==> src/rtl/nmos_demux8_rr_arbiter.sv <==
// Round-robin arbiter sharing one 8-way NMOS demux between eight requesters.
// Every grant is followed by a break-before-make gap, and an optional hold timeout forces a release.
module nmos_demux8_rr_arbiter #(
    parameter int HOLD_MAX = 15,
    parameter int CNT_W    = 4
) (
    input  logic       CLK,
    input  logic       RST,
    input  logic [7:0] REQ,
    input  logic       DONE,
    output logic       A,
    output logic       S0,
    output logic       S1,
    output logic       S2,
    output logic       TMO
);

    typedef enum logic [1:0] {
        IDLE  = 2'd0,
        GRANT = 2'd1,
        GAP   = 2'd2
    } state_t;

    localparam logic [CNT_W-1:0] HOLD_LAST = CNT_W'((HOLD_MAX == 0) ? 0 : HOLD_MAX - 1);
    localparam logic [CNT_W-1:0] CNT_SAT   = {CNT_W{1'b1}};

    state_t           state_r, state_s;
    logic [2:0]       ptr_r, ptr_s;
    logic [2:0]       sel_r, sel_s;
    logic [CNT_W-1:0] cnt_r, cnt_s;
    logic             a_r, a_s;
    logic             tmo_r, tmo_s;
    logic             tmo_hit_s;
    logic             release_s;
    logic [2:0]       pick_s;

    // First set request strictly after ptr, wrapping 7->0; the last winner is checked last.
    function automatic logic [2:0] rr_pick(input logic [7:0] req, input logic [2:0] ptr);
        logic       found;
        logic [2:0] idx;
        rr_pick = ptr;
        found   = 1'b0;
        for (int k = 1; k <= 8; k++) begin
            idx = ptr + 3'(k);
            if (!found && req[idx]) begin
                rr_pick = idx;
                found   = 1'b1;
            end
        end
    endfunction

    // Next-state and next-output decode.
    always_comb begin
        state_s   = state_r;
        ptr_s     = ptr_r;
        sel_s     = sel_r;
        cnt_s     = cnt_r;
        a_s       = a_r;
        tmo_s     = 1'b0;
        pick_s    = rr_pick(REQ, ptr_r);
        tmo_hit_s = (HOLD_MAX != 0) && (cnt_r == HOLD_LAST);
        release_s = DONE || !REQ[sel_r] || tmo_hit_s;
        case (state_r)
            IDLE: begin
                if (REQ != 8'h00) begin
                    state_s = GRANT;
                    a_s     = 1'b1;
                    sel_s   = pick_s;
                    ptr_s   = pick_s;
                    cnt_s   = {CNT_W{1'b0}};
                end else begin
                    a_s = 1'b0;
                end
            end
            GRANT: begin
                // Saturating count keeps HOLD_MAX=0 from wrapping; it never triggers release then.
                if (cnt_r != CNT_SAT) begin
                    cnt_s = cnt_r + CNT_W'(1);
                end else begin
                    cnt_s = cnt_r;
                end
                if (release_s) begin
                    state_s = GAP;
                    a_s     = 1'b0;
                    tmo_s   = tmo_hit_s && !DONE && REQ[sel_r];
                end else begin
                    a_s = 1'b1;
                end
            end
            GAP: begin
                state_s = IDLE;
                a_s     = 1'b0;
            end
            default: begin
                state_s = IDLE;
                a_s     = 1'b0;
                sel_s   = 3'd0;
                ptr_s   = 3'd7;
                cnt_s   = {CNT_W{1'b0}};
            end
        endcase
    end

    // State and registered outputs with synchronous reset.
    always_ff @(posedge CLK) begin
        if (RST) begin
            state_r <= IDLE;
            ptr_r   <= 3'd7;
            sel_r   <= 3'd0;
            cnt_r   <= {CNT_W{1'b0}};
            a_r     <= 1'b0;
            tmo_r   <= 1'b0;
        end else begin
            state_r <= state_s;
            ptr_r   <= ptr_s;
            sel_r   <= sel_s;
            cnt_r   <= cnt_s;
            a_r     <= a_s;
            tmo_r   <= tmo_s;
        end
    end

    assign A   = a_r;
    assign S0  = sel_r[0];
    assign S1  = sel_r[1];
    assign S2  = sel_r[2];
    assign TMO = tmo_r;

endmodule
==> config.mk <==
export PLATFORM = sky130hd
export DESIGN_NAME = nmos_demux8_rr_arbiter
export DESIGN_NICKNAME = d
export VERILOG_FILES = /design/src/rtl/nmos_demux8_rr_arbiter.sv
export SDC_FILE = /design/constraint.sdc
export NUM_CORES = 1
export LEC_CHECK = 0
export CORE_MARGIN = 5
export CORE_UTILIZATION = 45
export CTS_CLUSTER_SIZE = 8
export DETAILED_ROUTE_END_ITERATION = 7
export HOLD_SLACK_MARGIN = 0.1
export PLACE_DENSITY = 0.61
export SKIP_LAST_GASP = 1
export SLEW_MARGIN = 20
export SYNTH_ARGS = -nofsm -noshare
export SYNTH_HDL_FRONTEND = slang
export SYNTH_SLANG_ARGS = --single-unit
==> constraint.sdc <==
create_clock -name CLK -period 4.05 [get_ports CLK]
set_clock_uncertainty 0.2 [all_clocks]
set_input_delay 1.0125 -clock CLK [delete_from_list [all_inputs] [get_ports CLK]]
set_output_delay 1.0125 -clock CLK [all_outputs]
set_load 0.01 [all_outputs]
==> results_dict.tcl <==
set metrics [dict create \
    seqCellArea_um2 280.3 \
    cts_hold_buf 0 \
    powerDensity_nw_per_um2 814.5 \
    worst-path-max-fanout 10 \
    postCtsResizedCells 0 \
    first_iter_violations 90 \
    status "finished clean" \
    clock_sinks 14 \
    yosysWarnings 0 \
    drv_cap 0 \
    wl_per_cell_um 16.71 \
    regToRegStartpoint "ptr_r[1]$_SDFFE_PP1P_" \
    clock_path_buffers 2 \
    synth_xor_area_share_pct 2.572 \
    fin_area_um2 1932 \
    synth_compound_area_share_pct 15.50 \
    postSynthCellCount 176 \
    first_pass_iters 4 \
    port_buffers 15 \
    holdCritPathClass "reg2reg" \
    slowest_stage "mux4_2" \
    min_from "cnt_r[0]$_SDFFE_PP0P_" \
    row_count 22 \
    fin_total_pwr_uw 1573 \
    cts_tree "yes" \
    dieWidth_um 71.52 \
    cts_inserted_buffers 3 \
    startpoint "REQ[3]" \
    end_kind "flip-flop" \
    slew_violations 0 \
    tns_ps 0 \
    syn_area_per_cell_um2 9.675 \
    ys_types 55 \
    wl_um 3944 \
    worstPathRequired_ps 3950 \
    fin_nets 207 \
    ys_seq_elements 14 \
    peakVddDrop_uv 401.9 \
    antenna_left 0 \
    place_congestion 0.8762 \
    drive_above_1_share_pct 19.68 \
    finalHoldViolCount 0 \
    place_area_um2 1877 \
    route.detailed.drc 0 \
    period_share_pct 88.87 \
    overflow 0 \
    synthSimpleGateAreaFrac_pct 21.60 \
    critPathKind "in2reg" \
    p_leak_uw 0.0007320 \
    synthArstFlopShare_pct 0 \
    antenna_cells 0 \
    insertion_delay_ps 240 \
    start_kind "input port" \
    grtUsageTotal_pct 15.95 \
    clock.fmax_mhz 277.8 \
    synth_ff_type "dfxtp_1" \
    cp.arrival_ps 3500 \
    dr_total_vias 1485 \
    cpPeakStageDelay_ps 600 \
    dp_slack_ps 221.9 \
    setup_viol 0 \
    final_cell_mix "clkdlybuf4s50_1, dfxtp_1, mux4_2" \
    die_y_um 71.52 \
    start_util_pct 46.51 \
    grt_pass1_vias 1399 \
    dieArea_um2 5114 \
    synth_top_family_by_area "multiplexers" \
    grt_max_degree 19 \
    grt_pass1_wl_um 6768 \
    synth_edf_count 0 \
    drt-vias-per-instance 6.292 \
    muxShareOfSynthArea_pct 33.28 \
    grt_antenna_before_repair 0 \
    fin_crit_ps 3599 \
    n_fill_cell 323 \
    yosys.area_share.adder_pct 5.143 \
    hpwlAfterDp_um 3087 \
    worst_pin_slew_ps 610.4 \
    clk_pin_slew_worst_paths_ps 60 \
    rsz0062_at_grt "false" \
    coreArea_um2 3661 \
    ctsHtreeMaxLevel 1 \
    final_common_cell "clkdlybuf4s50_1" \
    cts-root-buf "clkbuf_8" \
    multi_input_area_um2 1330 \
    synthesis.area_um2 1703 \
    slew_headroom_pct 59.18 \
    top_level_ports 16 \
    final_util_pct 52.77 \
    postCtsSetupRepairBufs 0 \
    seq_area_frac_synth_pct 16.46 \
    synthToLayoutAreaGrowth_pct 13.45 \
    setup_slack_ps 450.7 \
    syn_nets 194 \
    path_cells "clkdlybuf4s50_1, mux4_2, mux2i_1, nand3_4, nor3_4, o21ai_1, a311oi_2, o32ai_2" \
]
flip-flops by register name, indices dropped and copies added (netlist names):
| signal | flops |
|---|---|
| state_r | 2 |
| cnt_r | 4 |
| sel_r | 3 |
| TMO | 1 |
| A | 1 |
| ptr_r | 3 |
worst max-delay path: cells and delay by family:
| family | cells | cell delay (ps) |
|---|---|---|
| multiplexers | 2 | 930 |
| buffers and inverters | 1 | 560 |
| AO/OA/AOI/OAI | 3 | 550 |
| AND/OR/NAND/NOR | 2 | 440 |
final timing paths:
path,end,depth (start not counted),slack (ps)
worst max-delay path,sel_r[1]$_SDFFE_PP0P_,8,450
worst min-delay path,cnt_r[0]$_SDFFE_PP0P_,2,320
worst max register to register,sel_r[1]$_SDFFE_PP0P_,9,960
worst min register to register,cnt_r[0]$_SDFFE_PP0P_,2,320
power breakdown:
group	switching, uW	internal [uW]
clock network	48.3	86.0
logic	642	579
registers	46.4	172
total	737	836
per-layer routing:
| metal | global-route usage, % | vias up | part of all wire (%) |
|---|---|---|---|
| met5 | 0 | - | 0 |
| met4 | 1.044 | 0 | 0.23 |
| met3 | 3.647 | 2 | 5.3 |
| met2 | 24.29 | 42 | 46 |
| met1 | 24.02 | 739 | 48 |
| li1 | - | 702 | - |
logic make-up (layout without fill, tap and decap cells):
group,after synthesis,after routing
mux,33,33
fa+ha+maj,7,7
xor+xnor,5,5
flops,14,14
compound gates,37,37
buf+inv,18,30
simple gates,62,62
per-stage QoR:
| stage | instances | hold slack (ps) |
|---|---|---|
| final | 236 | 318.1 |
| after detailed placement | 232 | 311.9 |
| after floorplan | 176 | 267.0 |
| after CTS | 236 | 323.3 |
| after global placement | 232 | 292.3 |
| after global routing | 236 | 364.5 |
Yosys cell counts (2+ instances only):
library cell  number  area, um2
a211oi_1           2      15.01
a21oi_1            7      35.03
a31o_2             2      17.52
and2_1             3      18.77
and3_1             2      12.51
buf_2              5      25.02
clkbuf_1           3      11.26
dfxtp_1           14      280.3
ha_1               7      87.58
inv_1              7      26.28
mux2_2             2      22.52
mux2i_1           12      120.1
mux2i_4            3      67.56
mux4_2            14      315.3
nand2_1            6      22.52
nand2b_1           4      25.02
nand3_1            3      15.01
nand3b_1           3      22.52
nor2_1            13      48.80
nor2b_1            2      12.51
nor3_1            11      55.05
nor3b_1            5      37.54
nor4_1             3      18.77
o21ai_0            7      35.03
o21ai_1            3      15.01
xor2_1             4      35.03
final cells by class:
class / instances / share of cell area (%)
Sequential cell: 14 / 14.51
Multi-Input combinational cell: 144 / 68.85
Clock buffer: 4 / 2.850
Timing Repair Buffer: 19 / 9.326
Inverter: 7 / 1.360
Tap cell: 48 / 3.109
Power figures use the tool's default switching activity.
